### config.mk
export PLATFORM = sky130hd
export DESIGN_NAME = store_buffer
export DESIGN_NICKNAME = d
export VERILOG_FILES = /design/src/rtl/npc_mem_pkg.sv /design/src/rtl/mem_align.sv /design/src/rtl/store_buffer.sv
export SDC_FILE = /design/constraint.sdc
export NUM_CORES = 1
export LEC_CHECK = 0
export ABC_CLOCK_PERIOD_IN_PS = 5280
export CORE_MARGIN = 2
export CORE_UTILIZATION = 50
export CTS_CLUSTER_SIZE = 28
export DETAILED_ROUTE_END_ITERATION = 10
export PLACE_DENSITY = 0.73
export SLEW_MARGIN = 25
export SYNTH_ARGS = -nofsm -noshare
export SYNTH_HDL_FRONTEND = slang
export SYNTH_HIERARCHICAL = 1
export SYNTH_SLANG_ARGS = --single-unit
export TNS_END_PERCENT = 10
### constraint.sdc
create_clock -name clk -period 5.28 [get_ports clk]
set_input_delay 1.056 -clock clk [delete_from_list [all_inputs] [get_ports clk]]
set_output_delay 1.056 -clock clk [all_outputs]
set_load 0.05 [all_outputs]
### src/rtl/npc_mem_pkg.sv
// Shared memory-access encodings and alignment helpers for the store path and
// the load-overlap checker.
package npc_mem_pkg;

  localparam logic [1:0] MEM_B = 2'd0;
  localparam logic [1:0] MEM_H = 2'd1;
  localparam logic [1:0] MEM_W = 2'd2;
  localparam logic [1:0] MEM_D = 2'd3;

  typedef struct packed {
    logic [63:0] addr;
    logic [7:0]  wmask;
    logic [63:0] data;
  } sb_entry_t;

  // Byte-lane mask within the doubleword; lanes past byte 7 are dropped.
  function automatic logic [7:0] size_to_mask(input logic [1:0] size, input logic [2:0] off);
    logic [7:0] base;
    case (size)
      MEM_B:   base = 8'h01;
      MEM_H:   base = 8'h03;
      MEM_W:   base = 8'h0F;
      default: base = 8'hFF;
    endcase
    return base << off;
  endfunction

  function automatic logic is_misaligned(input logic [1:0] size, input logic [2:0] off);
    logic mis;
    case (size)
      MEM_H:   mis = off[0];
      MEM_W:   mis = |off[1:0];
      MEM_D:   mis = |off;
      default: mis = 1'b0;
    endcase
    return mis;
  endfunction

endpackage

### src/rtl/mem_align.sv
// Combinational doubleword alignment: lane mask, lane-shifted data, aligned
// address and misalignment flag for one access.
module mem_align
  import npc_mem_pkg::*;
(
  input  logic [63:0] addr,
  input  logic [1:0]  size,
  input  logic [63:0] data,
  output logic [63:0] addr_al,
  output logic [7:0]  mask,
  output logic [63:0] data_al,
  output logic        misalign
);

  logic [2:0] off;

  assign off      = addr[2:0];
  assign addr_al  = {addr[63:3], 3'b000};
  assign mask     = size_to_mask(size, off);
  assign data_al  = data << {off, 3'b000};
  assign misalign = is_misaligned(size, off);

endmodule

### src/rtl/store_buffer.sv
// In-order store queue: aligns committed stores, drains one per cycle to the
// memory write port and flags loads that overlap any buffered store.
module store_buffer
  import npc_mem_pkg::*;
#(
  parameter  int DEPTH = 4,
  localparam int PTR_W = $clog2(DEPTH)
) (
  input  logic        clk,
  input  logic        rst,
  input  logic        st_valid,
  output logic        st_ready,
  input  logic [63:0] st_addr,
  input  logic [63:0] st_data,
  input  logic [1:0]  st_size,
  output logic        st_misalign,
  input  logic        wr_ready,
  output logic        MemWr,
  output logic [63:0] addr,
  output logic [7:0]  wmask,
  output logic [63:0] data,
  input  logic        ld_valid,
  input  logic [63:0] ld_addr,
  input  logic [1:0]  ld_size,
  output logic        ld_conflict,
  output logic        empty,
  output logic        full
);

  sb_entry_t        entry_q [DEPTH];
  sb_entry_t        entry_d;
  logic [DEPTH-1:0] valid_q, valid_d;
  logic [PTR_W-1:0] head_q, head_d, tail_q, tail_d;
  logic [PTR_W:0]   count_q, count_d;

  logic [63:0] st_addr_al, st_data_al, ld_addr_al, ld_data_al;
  logic [7:0]  st_mask, ld_mask;
  logic        st_mis, ld_mis;
  logic        push, pop, ld_hit;
  logic        unused_ld;

  mem_align u_st_align (
    .addr(st_addr), .size(st_size), .data(st_data),
    .addr_al(st_addr_al), .mask(st_mask), .data_al(st_data_al), .misalign(st_mis)
  );

  mem_align u_ld_align (
    .addr(ld_addr), .size(ld_size), .data(64'd0),
    .addr_al(ld_addr_al), .mask(ld_mask), .data_al(ld_data_al), .misalign(ld_mis)
  );

  assign unused_ld = ^{ld_data_al, ld_mis, ld_addr_al[2:0]};

  // Occupancy comes from the counter, so full and empty stay distinct when pointers meet.
  assign empty       = (count_q == '0);
  assign full        = (count_q == (PTR_W+1)'(DEPTH));
  assign st_ready    = ~full;
  assign st_misalign = st_valid & st_mis;
  assign push        = st_valid & st_ready & ~st_mis;
  assign MemWr       = ~empty & wr_ready;
  assign pop         = MemWr;

  assign addr  = empty ? 64'd0 : entry_q[head_q].addr;
  assign wmask = empty ? 8'd0  : entry_q[head_q].wmask;
  assign data  = empty ? 64'd0 : entry_q[head_q].data;

  always_comb begin
    entry_d = '{addr: st_addr_al, wmask: st_mask, data: st_data_al};
  end

  always_comb begin
    head_d  = head_q;
    tail_d  = tail_q;
    count_d = count_q;
    valid_d = valid_q;
    if (pop) begin
      valid_d[head_q] = 1'b0;
      head_d          = head_q + PTR_W'(1);
    end
    if (push) begin
      valid_d[tail_q] = 1'b1;
      tail_d          = tail_q + PTR_W'(1);
    end
    case ({push, pop})
      2'b10:   count_d = count_q + (PTR_W+1)'(1);
      2'b01:   count_d = count_q - (PTR_W+1)'(1);
      default: count_d = count_q;
    endcase
  end

  // The popping head still counts; a store pushed this cycle is not yet visible.
  always_comb begin
    ld_hit = 1'b0;
    for (int i = 0; i < DEPTH; i++) begin
      if (valid_q[i] && (entry_q[i].addr[63:3] == ld_addr_al[63:3]) &&
          |(entry_q[i].wmask & ld_mask))
        ld_hit = 1'b1;
    end
    ld_conflict = ld_valid & ld_hit;
  end

  always_ff @(posedge clk or posedge rst) begin
    if (rst) begin
      head_q  <= '0;
      tail_q  <= '0;
      count_q <= '0;
      valid_q <= '0;
    end else begin
      head_q  <= head_d;
      tail_q  <= tail_d;
      count_q <= count_d;
      valid_q <= valid_d;
    end
  end

  always_ff @(posedge clk) begin
    if (push) entry_q[tail_q] <= entry_d;
  end

endmodule

==> results.yml <==
sta:
  tns_ps: 0
  finalHoldWorstSlack_ps: 515.2
  rsz0062_at_grt: "false"
  fin_crit_sh_pct: 96.02
  hold_viol: 0
  fin_skew_ps: 19.57
  fmax_mhz: 197.2
  setup_violations: 0
  drv_slew: 0
  min_period_ps: 5070
  worstMarginPinSlew_ps: 998.4
  maxSlewHeadroom_pct: 33.30
clock_tree:
  cts_setup_buffers: 0
  cts_hold_buffers: 0
  cts.sinks: 555
  cts_buffer_depth: 3
  cts_inserted_buffers: 56
  htree_levels: 2
  cts.clk_slew.worst_paths_ps: 60
  clock_latency_ps: 640
  clockRootBuffer: "clkbuf_16"
  cts_tree: "built"
  cts_resized: 0
global_routing:
  grt_overflow: 0
  grt_pass1_vias: 16691
  grt_usage_pct: 27.65
  grt_max_degree: 86
  grt_pass1_wl_mm: 112.8
  grt_antenna_before_repair: 11
power_and_ir_drop:
  combPwrFrac_pct: 45.3
  p_total_uw: 17620
  seq_power_share_pct: 32.2
  p_leak_uw: 0.01078
  p_sw_uw: 7046
  power.share.clock_pct: 22.5
  ir_drop_mv: 0.6706
  switching_share_pct: 40.00
  intPower_uw: 10570
  power_density_nw_per_um2: 543.3
layout:
  final_cell_mix: "edfxtp_1 (544), clkdlybuf4s50_1 (338), nor2b_1 (151)"
  utilization_pct: 60.13
  fin_nets: 2193
  final_common_cell: "edfxtp_1"
  nFillCells: 4057
  multi_input_area_um2: 8856
  drive_above_1_share_pct: 16.17
  final_cells: 2729
  regArea_um2: 16620
  syn2layout_area_growth_pct: 18.82
logic_synthesis:
  yosys_warnings: 6
  syn_inst: 1770
  netlist_area_um2: 27290
  syn_avg_cell_area_um2: 15.42
setup_path:
  worstSetupStartpointType: "input port"
  path_delay_family: "compound AO/OA/AOI/OAI gates"
  critPathKind: "in2out"
  cp.arrival_ps: 4010
  cp_common_cell: "nand4_1"
  max_stage_delay_ps: 730
  required_ps: 4220
  cp_slowest_cell: "clkdlybuf4s50_1"
  end_kind: "output port"
  path_cells: "clkdlybuf4s50_1 -> or2_1 -> o21ai_0 -> a211oi_1 -> a22oi_1 -> nand4_1 -> nand4_1 -> nor4_1 -> o41a_1 -> buf_12"
  crit_buf_inv: 2
  crit_fanout: 12
  reg2reg_slack_ps: 2720
die:
  row_count: 85
  die_w_um: 237.6
  die_h_um: 237.6
  start_util_pct: 50.61
  die_area_um2: 56460
  io_pins: 343
  core-area_um2: 53920
flow_run:
  timing.max_cap.violations: 0
detailed_routing:
  drt-pass1-iter-count: 5
  drt_drc_violations_left: 0
  avgRoutedWirePerCell_um: 28.70
  postRouteAntennaNets: 0
  via_per_inst: 6.102
  vias: 16653
  drt-initial-drc-count: 2045
  wl_mm: 78.34
placed_design:
  numPortBuffers: 342
  dp.cells: 2620
  gp_congestion: 0.9742
  place_hpwl_mm: 57.04
worst_hold_path:
  hold_class: "reg2reg"
run_status:
  status: "complete, no violations"
-- area by class of cell --
class,count,area share (%)
well taps,696,2.686
inverters,58,0.6715
clock buffers,62,4.391
repair buffers,396,12.43
clock inverters,43,1.227
diodes,4,0.03087
multi-input cells,915,27.31
flip-flops and latches,555,51.25
-- per-layer routing --
metal / GRT usage (%) / share of wire, % / vias up / wire length [um]
met5: 0 / 0.10 / - / 81
met3: 6.329 / 9.5 / 176 / 7435
met2: 44.32 / 48 / 935 / 37370
met4: 10.27 / 3.9 / 14 / 3021
li1: - / - / 7069 / -
met1: 37.19 / 39 / 8459 / 30430
-- power by group through the flow --
| stage | Combinational [uW] | Sequential, uW | Clock [uW] |
|---|---|---|---|
| CTS | 8050 | 5680 | 4000 |
| global route | 8300 | 5720 | 4170 |
| floorplan | 5470 | 5580 | 0 |
| global placement | 8000 | 5750 | 0 |
| finish | 7990 | 5670 | 3960 |
| detailed placement | 8000 | 5770 | 0 |
-- path summary, 6_finish.rpt --
kind,end,startpoint,cells after the start
max,ld_conflict,ld_addr[2],10
min in group asynchronous,head_q[0]$_DFFE_PP0P_,rst,2
max in group asynchronous,head_q[1]$_DFFE_PP0P_,rst,2
min reg2reg,count_q[2]$_DFFE_PP0P_,count_q[2]$_DFFE_PP0P_,1
max reg2reg,count_q[2]$_DFFE_PP0P_,count_q[1]$_DFFE_PP0P_,10
min,count_q[2]$_DFFE_PP0P_,count_q[2]$_DFFE_PP0P_,1
-- per-stage QoR --
step	setup WS (ps)	instance area, um^2
global route	137.8	32420
global placement	340.3	30590
floorplan	-740.9	27300
finish	210.0	32420
CTS	270.8	32410
detailed placement	272.5	30590
-- flip-flops by register name, indices dropped and copies added (netlist names) --
name,flops
count_q,3
entry_q,544
head_q,2
tail_q,2
valid_q,4
Power figures use the tool's default switching activity.
